==> config.mk <==
export PLATFORM = sky130hd
export DESIGN_NAME = sent_tx_frame_gen
export DESIGN_NICKNAME = d
export VERILOG_FILES = /design/src/rtl/sent_pkg.sv /design/src/rtl/sent_tx_crc4.sv /design/src/rtl/sent_tx_frame_gen.sv
export SDC_FILE = /design/constraint.sdc
export NUM_CORES = 1
export LEC_CHECK = 0
export BUFFER_PORTS_ARGS = -buffer_cell sky130_fd_sc_hd__buf_2
export CORE_ASPECT_RATIO = 0.5
export CORE_MARGIN = 8
export CORE_UTILIZATION = 30
export CTS_BUF_LIST = sky130_fd_sc_hd__clkbuf_8 sky130_fd_sc_hd__clkbuf_16
export DETAILED_ROUTE_END_ITERATION = 10
export GPL_ROUTABILITY_DRIVEN = 0
export PLACE_DENSITY = 0.47
export SETUP_SLACK_MARGIN = 0.1
export SYNTH_ARGS = -nofsm -noshare
export SYNTH_HDL_FRONTEND = slang
export SYNTH_SLANG_ARGS = --single-unit
export TNS_END_PERCENT = 30
==> constraint.sdc <==
create_clock -name clk_tx -period 3.1 [get_ports clk_tx]
set_clock_uncertainty 0.15 [all_clocks]
set_input_delay 0.62 -clock clk_tx [delete_from_list [all_inputs] [get_ports clk_tx]]
set_output_delay 0.62 -clock clk_tx [all_outputs]
set_load 0.01 [all_outputs]
==> src/rtl/sent_pkg.sv <==
// Constants and helpers shared by the SENT transmit and receive paths.
// Holds the frame state encoding, period lengths and the CRC-4 lookup.
package sent_pkg;

    typedef logic [2:0] sent_state_t;

    localparam sent_state_t ST_IDLE   = 3'd0;
    localparam sent_state_t ST_SYNC   = 3'd1;
    localparam sent_state_t ST_STATUS = 3'd2;
    localparam sent_state_t ST_DATA   = 3'd3;
    localparam sent_state_t ST_CRC    = 3'd4;
    localparam sent_state_t ST_PAUSE  = 3'd5;

    localparam int SYNC_TICKS        = 56;
    localparam int NIBBLE_BASE_TICKS = 12;
    localparam int MIN_PAUSE_TICKS   = 12;

    localparam logic [3:0] CRC4_SEED = 4'h5;

    // Entry i sits at bits [4*i+3:4*i]; entry i is i*x^4 mod (x^4+x^3+x^2+1).
    localparam logic [63:0] CRC4_TABLE = {
        4'd5, 4'd8, 4'd2, 4'd15, 4'd11, 4'd6, 4'd12, 4'd1,
        4'd4, 4'd9, 4'd3, 4'd14, 4'd10, 4'd7, 4'd13, 4'd0
    };

    function automatic logic [3:0] crc4_step(input logic [3:0] crc, input logic [3:0] nib);
        return nib ^ CRC4_TABLE[{crc, 2'b00} +: 4];
    endfunction

endpackage

==> src/rtl/sent_tx_crc4.sv <==
// Combinational SENT CRC-4 over six data nibbles plus one augmenting zero nibble.
module sent_tx_crc4
    import sent_pkg::*;
(
    input  logic [23:0] data_fast,
    output logic [3:0]  crc
);

    logic [3:0] acc;

    always_comb begin
        acc = CRC4_SEED;
        for (int i = 5; i >= 0; i--) begin
            acc = crc4_step(acc, data_fast[i*4 +: 4]);
        end
        crc = crc4_step(acc, 4'h0);
    end

endmodule

==> src/rtl/sent_tx_frame_gen.sv <==
// SENT fast-channel frame transmitter: sync, status, six data nibbles, CRC.
// Define SENT_TX_PAUSE_EN to add a pause pulse padding frames to FRAME_TICKS.
//
// state  | meaning
// IDLE   | line high, frame_ready asserted, waiting for a frame
// SYNC   | 56-tick calibration pulse
// STATUS | status nibble pulse
// DATA   | data nibble pulses, idx 0..5, [23:20] first
// CRC    | CRC-4 nibble pulse
// PAUSE  | pad to FRAME_TICKS (SENT_TX_PAUSE_EN only)
module sent_tx_frame_gen
    import sent_pkg::*;
#(
    parameter int TICK_DIV    = 3,
    parameter int LOW_TICKS   = 5
`ifdef SENT_TX_PAUSE_EN
    ,
    parameter int FRAME_TICKS = 282
`endif
) (
    input  logic        clk_tx,
    input  logic        reset_tx,
    input  logic        frame_valid,
    output logic        frame_ready,
    input  logic [3:0]  status_nibble,
    input  logic [23:0] data_fast,
    output logic        data_pulse,
    output logic        busy,
    output logic        frame_done
);

    localparam logic [15:0] DIV_LAST = 16'(TICK_DIV - 1);
    localparam logic [3:0]  LOW_LEN  = 4'(LOW_TICKS);
    localparam logic [5:0]  SYNC_LEN = 6'(SYNC_TICKS);
    localparam logic [5:0]  NIB_BASE = 6'(NIBBLE_BASE_TICKS);

    logic [2:0]  state_q, state_d;
    logic [15:0] div_q, div_d;
    logic [5:0]  per_q, per_d;
    logic [3:0]  low_q, low_d;
    logic [2:0]  idx_q, idx_d;
    logic [3:0]  status_q, status_d;
    logic [23:0] data_q, data_d;
    logic        pulse_q, pulse_d;

    logic [3:0]  crc;
    logic        tick, period_end, frame_end, accept;
    logic [2:0]  sel_idx;
    logic [3:0]  next_nib;

`ifdef SENT_TX_PAUSE_EN
    // Counts ticks up through the frame, then counts the pause down.
    logic [9:0]  frame_cnt_q, frame_cnt_d;
    logic [9:0]  ticks_so_far;
`endif

    sent_tx_crc4 u_crc (
        .data_fast (data_q),
        .crc       (crc)
    );

    assign frame_ready = reset_tx && (state_q == ST_IDLE);
    assign accept      = frame_valid && frame_ready;
    assign busy        = (state_q != ST_IDLE);
    assign data_pulse  = pulse_q;
    assign tick        = busy && (div_q == DIV_LAST);

`ifdef SENT_TX_PAUSE_EN
    assign period_end   = tick && ((state_q == ST_PAUSE) ? (frame_cnt_q == 10'd1) : (per_q == 6'd1));
    assign frame_end    = period_end && (state_q == ST_PAUSE);
    assign ticks_so_far = frame_cnt_q + 10'd1;
`else
    assign period_end   = tick && (per_q == 6'd1);
    assign frame_end    = period_end && (state_q == ST_CRC);
`endif

    // A reset arriving mid-frame must not leak a completion strobe.
    assign frame_done = reset_tx && frame_end;

    // Nibble for the period that starts next: [23:20] from STATUS, idx+1 from DATA.
    assign sel_idx  = (state_q == ST_DATA) ? idx_q + 3'd1 : 3'd0;
    assign next_nib = 4'(data_q >> (5'd20 - {sel_idx, 2'b00}));

    always_comb begin
        state_d  = state_q;
        div_d    = div_q;
        per_d    = per_q;
        low_d    = low_q;
        idx_d    = idx_q;
        status_d = status_q;
        data_d   = data_q;
        pulse_d  = pulse_q;
`ifdef SENT_TX_PAUSE_EN
        frame_cnt_d = frame_cnt_q;
`endif

        if (busy) begin
            div_d = tick ? 16'd0 : div_q + 16'd1;
        end

        if (tick) begin
            if (per_q != 6'd0) begin
                per_d = per_q - 6'd1;
            end
            if (low_q != 4'd0) begin
                low_d = low_q - 4'd1;
                if (low_q == 4'd1) begin
                    pulse_d = 1'b1;
                end
            end
`ifdef SENT_TX_PAUSE_EN
            frame_cnt_d = (state_q == ST_PAUSE) ? frame_cnt_q - 10'd1 : frame_cnt_q + 10'd1;
`endif
        end

        if (period_end) begin
            low_d   = LOW_LEN;
            pulse_d = 1'b0;
        end

        case (state_q)
            ST_IDLE: begin
                if (accept) begin
                    state_d  = ST_SYNC;
                    div_d    = 16'd0;
                    per_d    = SYNC_LEN;
                    low_d    = LOW_LEN;
                    pulse_d  = 1'b0;
                    idx_d    = 3'd0;
                    status_d = status_nibble;
                    data_d   = data_fast;
`ifdef SENT_TX_PAUSE_EN
                    frame_cnt_d = 10'd0;
`endif
                end
            end
            ST_SYNC: begin
                if (period_end) begin
                    state_d = ST_STATUS;
                    per_d   = NIB_BASE + 6'(status_q);
                end
            end
            ST_STATUS: begin
                if (period_end) begin
                    state_d = ST_DATA;
                    per_d   = NIB_BASE + 6'(next_nib);
                end
            end
            ST_DATA: begin
                if (period_end) begin
                    if (idx_q == 3'd5) begin
                        state_d = ST_CRC;
                        per_d   = NIB_BASE + 6'(crc);
                    end else begin
                        idx_d = idx_q + 3'd1;
                        per_d = NIB_BASE + 6'(next_nib);
                    end
                end
            end
            ST_CRC: begin
`ifdef SENT_TX_PAUSE_EN
                if (period_end) begin
                    state_d = ST_PAUSE;
                    per_d   = 6'd0;
                    if (ticks_so_far > 10'(FRAME_TICKS - MIN_PAUSE_TICKS)) begin
                        frame_cnt_d = 10'(MIN_PAUSE_TICKS);
                    end else begin
                        frame_cnt_d = 10'(FRAME_TICKS) - ticks_so_far;
                    end
                end
`endif
            end
            ST_PAUSE: begin
            end
            default: state_d = ST_IDLE;
        endcase

        if (frame_end) begin
            state_d = ST_IDLE;
            per_d   = 6'd0;
            low_d   = 4'd0;
            idx_d   = 3'd0;
            pulse_d = 1'b1;
`ifdef SENT_TX_PAUSE_EN
            frame_cnt_d = 10'd0;
`endif
        end
    end

    always_ff @(posedge clk_tx) begin
        if (!reset_tx) begin
            state_q  <= ST_IDLE;
            div_q    <= 16'd0;
            per_q    <= 6'd0;
            low_q    <= 4'd0;
            idx_q    <= 3'd0;
            status_q <= 4'd0;
            data_q   <= 24'd0;
            pulse_q  <= 1'b1;
`ifdef SENT_TX_PAUSE_EN
            frame_cnt_q <= 10'd0;
`endif
        end else begin
            state_q  <= state_d;
            div_q    <= div_d;
            per_q    <= per_d;
            low_q    <= low_d;
            idx_q    <= idx_d;
            status_q <= status_d;
            data_q   <= data_d;
            pulse_q  <= pulse_d;
`ifdef SENT_TX_PAUSE_EN
            frame_cnt_q <= frame_cnt_d;
`endif
        end
    end

endmodule

==> flow_summary.ini <==
[drt]
dr.first_iter.drc_count = 134
drtPass1Iterations = 4
wire_per_inst_um = 13.7
via_per_inst = 4.71
drt-total-wl_mm = 9.02
ant_nets = 0
route.vias.total = 3091
drc = 0

[critical_path]
cpPeakStageDelay_ps = 380
r2r_cells = 10
critPathRequiredTime_ps = 2330
startpoint = state_q[1]$_SDFFE_PP0P_
endpoint_kind = primary output
reg2reg_from = idx_q[0]$_SDFFE_PP0P_
r2r_slack_ps = 450
path_max_fanout = 12
crit_chain = buf_4 > nor3_4 > inv_2 > and3_4 > nand3_2 > nor4_1 > buf_2
critPathKind = register to primary output
start_kind = register
rr_endpoint = per_q[3]$_SDFF_PP0_
critPathSlowestCell = dfxtp_1
cp.arrival_ps = 2060

[status]
outcome = completed

[finish]
stdcell_count = 656
fill_cells = 1287
postLayoutCoreUtil_pct = 36.5
final_cell_area_mm2 = 0.00424
nets = 531
drive_above_1_share_pct = 16.5
syn2layout_area_growth_pct = 20.3
multiInputGateArea_mm2 = 0.00216
register_area_mm2 = 0.00122
diodes = 0

[synthesis]
post_synth.cell_area_avg_um2 = 7.82
synth.top_cell.area_share_pct = 34.6
yosys.area.top_type = dfxtp_1
netlist-cell-type-count = 53
synth_edf_count = 0
ys_warn_count = 0
ys_seq_area_share_pct = 34.6
syn_nets = 495
syn_area_mm2 = 0.00353
ys.flop_type = dfxtp_1
synthTopCellsByArea = dfxtp_1 (35%), nand2_1 (8.8%), xnor2_1 (6.0%), o21ai_0 (5.5%), ha_1 (4.6%)
async_flop_share_pct = 0
ys_seq_elements = 61
synthCells = 451

[clocking]
cts_root_buf = clkbuf_16
cts_buffers = 9
clkTransAtPathRegs_ps = 50
h-tree-depth = 3
clock_latency_ps = 330
clock_path_buffers = 2
holdBufCountCts = 0
cts_tree = built
post-cts-setup-buffers = 0
numClockSinks = 61
cts_resized = 0

[sta]
maxSlewHeadroom_pct = 62.3
rsz0062_at_grt = yes
final.setup.tns_ps = 0
hold_viol_final = 0
drv_slew = 0
post-route-period-util_pct = 91.3
fmax_mhz = 353
worst_slack_ps = 269
setup_viol = 0
min_period_ps = 2830
worstMarginPinSlew_ps = 564

[floorplan]
fp.coreArea_mm2 = 0.0116
fp.dieW_um = 169
dieHeight_um = 92.7
start_util_pct = 30.3
num_rows = 28
io_pins = 35
die_area_mm2 = 0.0157

[global_routing]
first_global_vias = 3094
grt_pass1_wl_mm = 15.5
grt_max_degree = 49
track_usage_pct = 12.1
antenna_found_initial = 0
overflow = 0

[worst_hold_path]
hp-start = status_q[1]$_SDFFE_PN0P_
holdPathStages = 2
hold_path.class = register to register
hold-path-endpoint = status_q[1]$_SDFFE_PN0P_

[placement]
dp_cells = 641
preCtsSetupSlack_ps = 393
post-dp-hpwl_mm = 6.84
portBuffers = 34
place_area_mm2 = 0.00391

[power]
power_density_mw_per_mm2 = 544
leakage_nw = 1.60
vdd_drop_max_uv = 253

[flow_run]
max_cap_viol_count = 0
## critical path, delay by kind of cell (launching register included)
kind,cells,cell delay (ps)
buffers and inverters,3,570
AND/OR/NAND/NOR,4,780
flip-flops,1,380
## logic make-up after synthesis
kind of cell             count (synthesis)  synth area share (%)
multiplexers                            15                  4.40
adder cells (fa/ha/maj)                 13                  4.61
XOR/XNOR                                42                  11.0
AND/OR/NAND/NOR                        191                  25.3
AO/OA/AOI/OAI                           93                  15.8
buffers and inverters                   36                  4.29
flip-flops                              61                  34.6
## power by group
| group | switching [W] | internal, W |
|---|---|---|
| registers | 0.0000401 | 0.000823 |
| logic | 0.000170 | 0.000158 |
| clock network | 0.000343 | 0.000774 |
| total | 0.000554 | 0.00175 |
## how the worst max path moves through the flow
stage | end | slack, ps | cells past startpoint
floorplan | per_q[4]$_SDFF_PP0_ | 670 | 12
global placement | per_q[4]$_SDFF_PP0_ | 400 | 11
detailed placement | per_q[4]$_SDFF_PP0_ | 390 | 11
CTS | frame_done | 110 | 6
global route | frame_done | 60 | 7
finish | frame_done | 270 | 7
## sequential cells by signal, summed over array words and instances (netlist names)
register,flops
data_q,24
div_q,16
per_q,6
low_q,4
status_q,4
idx_q,3
state_q,3
data_pulse,1
## layer usage
layer	routed length [µm]	track usage (%)	up-vias
met5	0	0	-
met1	4530	14.9	1416
li1	-	-	1630
met4	108	4.61	0
met2	4140	20.1	37
met3	235	3.27	8
## cells in the mapped netlist (all sizes together), types with 4 or more instances
library cell / count
mux2i: 11
a31oi: 5
nor2: 42
nand2b: 4
nor3: 12
mux2: 4
nor4: 7
dfxtp: 61
buf: 8
ha: 13
xnor2: 25
a21oi: 16
nand2: 83
o22ai: 5
or3: 4
and2: 6
and3: 10
clkbuf: 14
o31ai: 4
xor2: 16
nand3: 14
inv: 13
o21ai: 44
## per-stage QoR
step           hold slack (ps)  power, W
2_1_floorplan              286   0.00112
3_3_place_gp               309   0.00121
3_5_place_dp               317   0.00121
4_1_cts                    320   0.00234
5_1_grt                    342   0.00241
6_report                   313   0.00231
## final cells by class
type | count | area share, %
timing repair buffer | 47 | 6.31
sequential | 61 | 28.8
clock buffer | 9 | 5.31
inverter | 14 | 1.24
clock inverter | 6 | 2.45
multi-input combinational | 354 | 51.0
tap | 165 | 4.87
## cells in the final DEF (no fill, tap or decap), types with 2 or more instances in the layout
cell and instances:
o22ai_1 5, a31o_2 2, a22oi_1 2, clkinv_2 2, o31ai_1 4, buf_2 34
nand2_1 83, a21oi_1 16, a31oi_1 5, clkbuf_16 9, nor4_1 6, xor2_1 16
a311oi_1 3, nand3_1 13, nor2_1 41, nand3b_1 3, nand4_1 3, and3_1 8
and2_1 5, o21a_1 2, bufinv_16 3, dfxtp_1 59, ha_1 13, dfxtp_2 2
mux2i_1 11, nor3_1 11, nand2b_1 4, o21ai_1 4, o21ai_0 39, a221oi_1 2
a211oi_1 2, mux2_2 4, buf_4 13, inv_1 13, or3_1 4, xnor2_1 24
No activity file was read; power rests on OpenSTA's default activity.
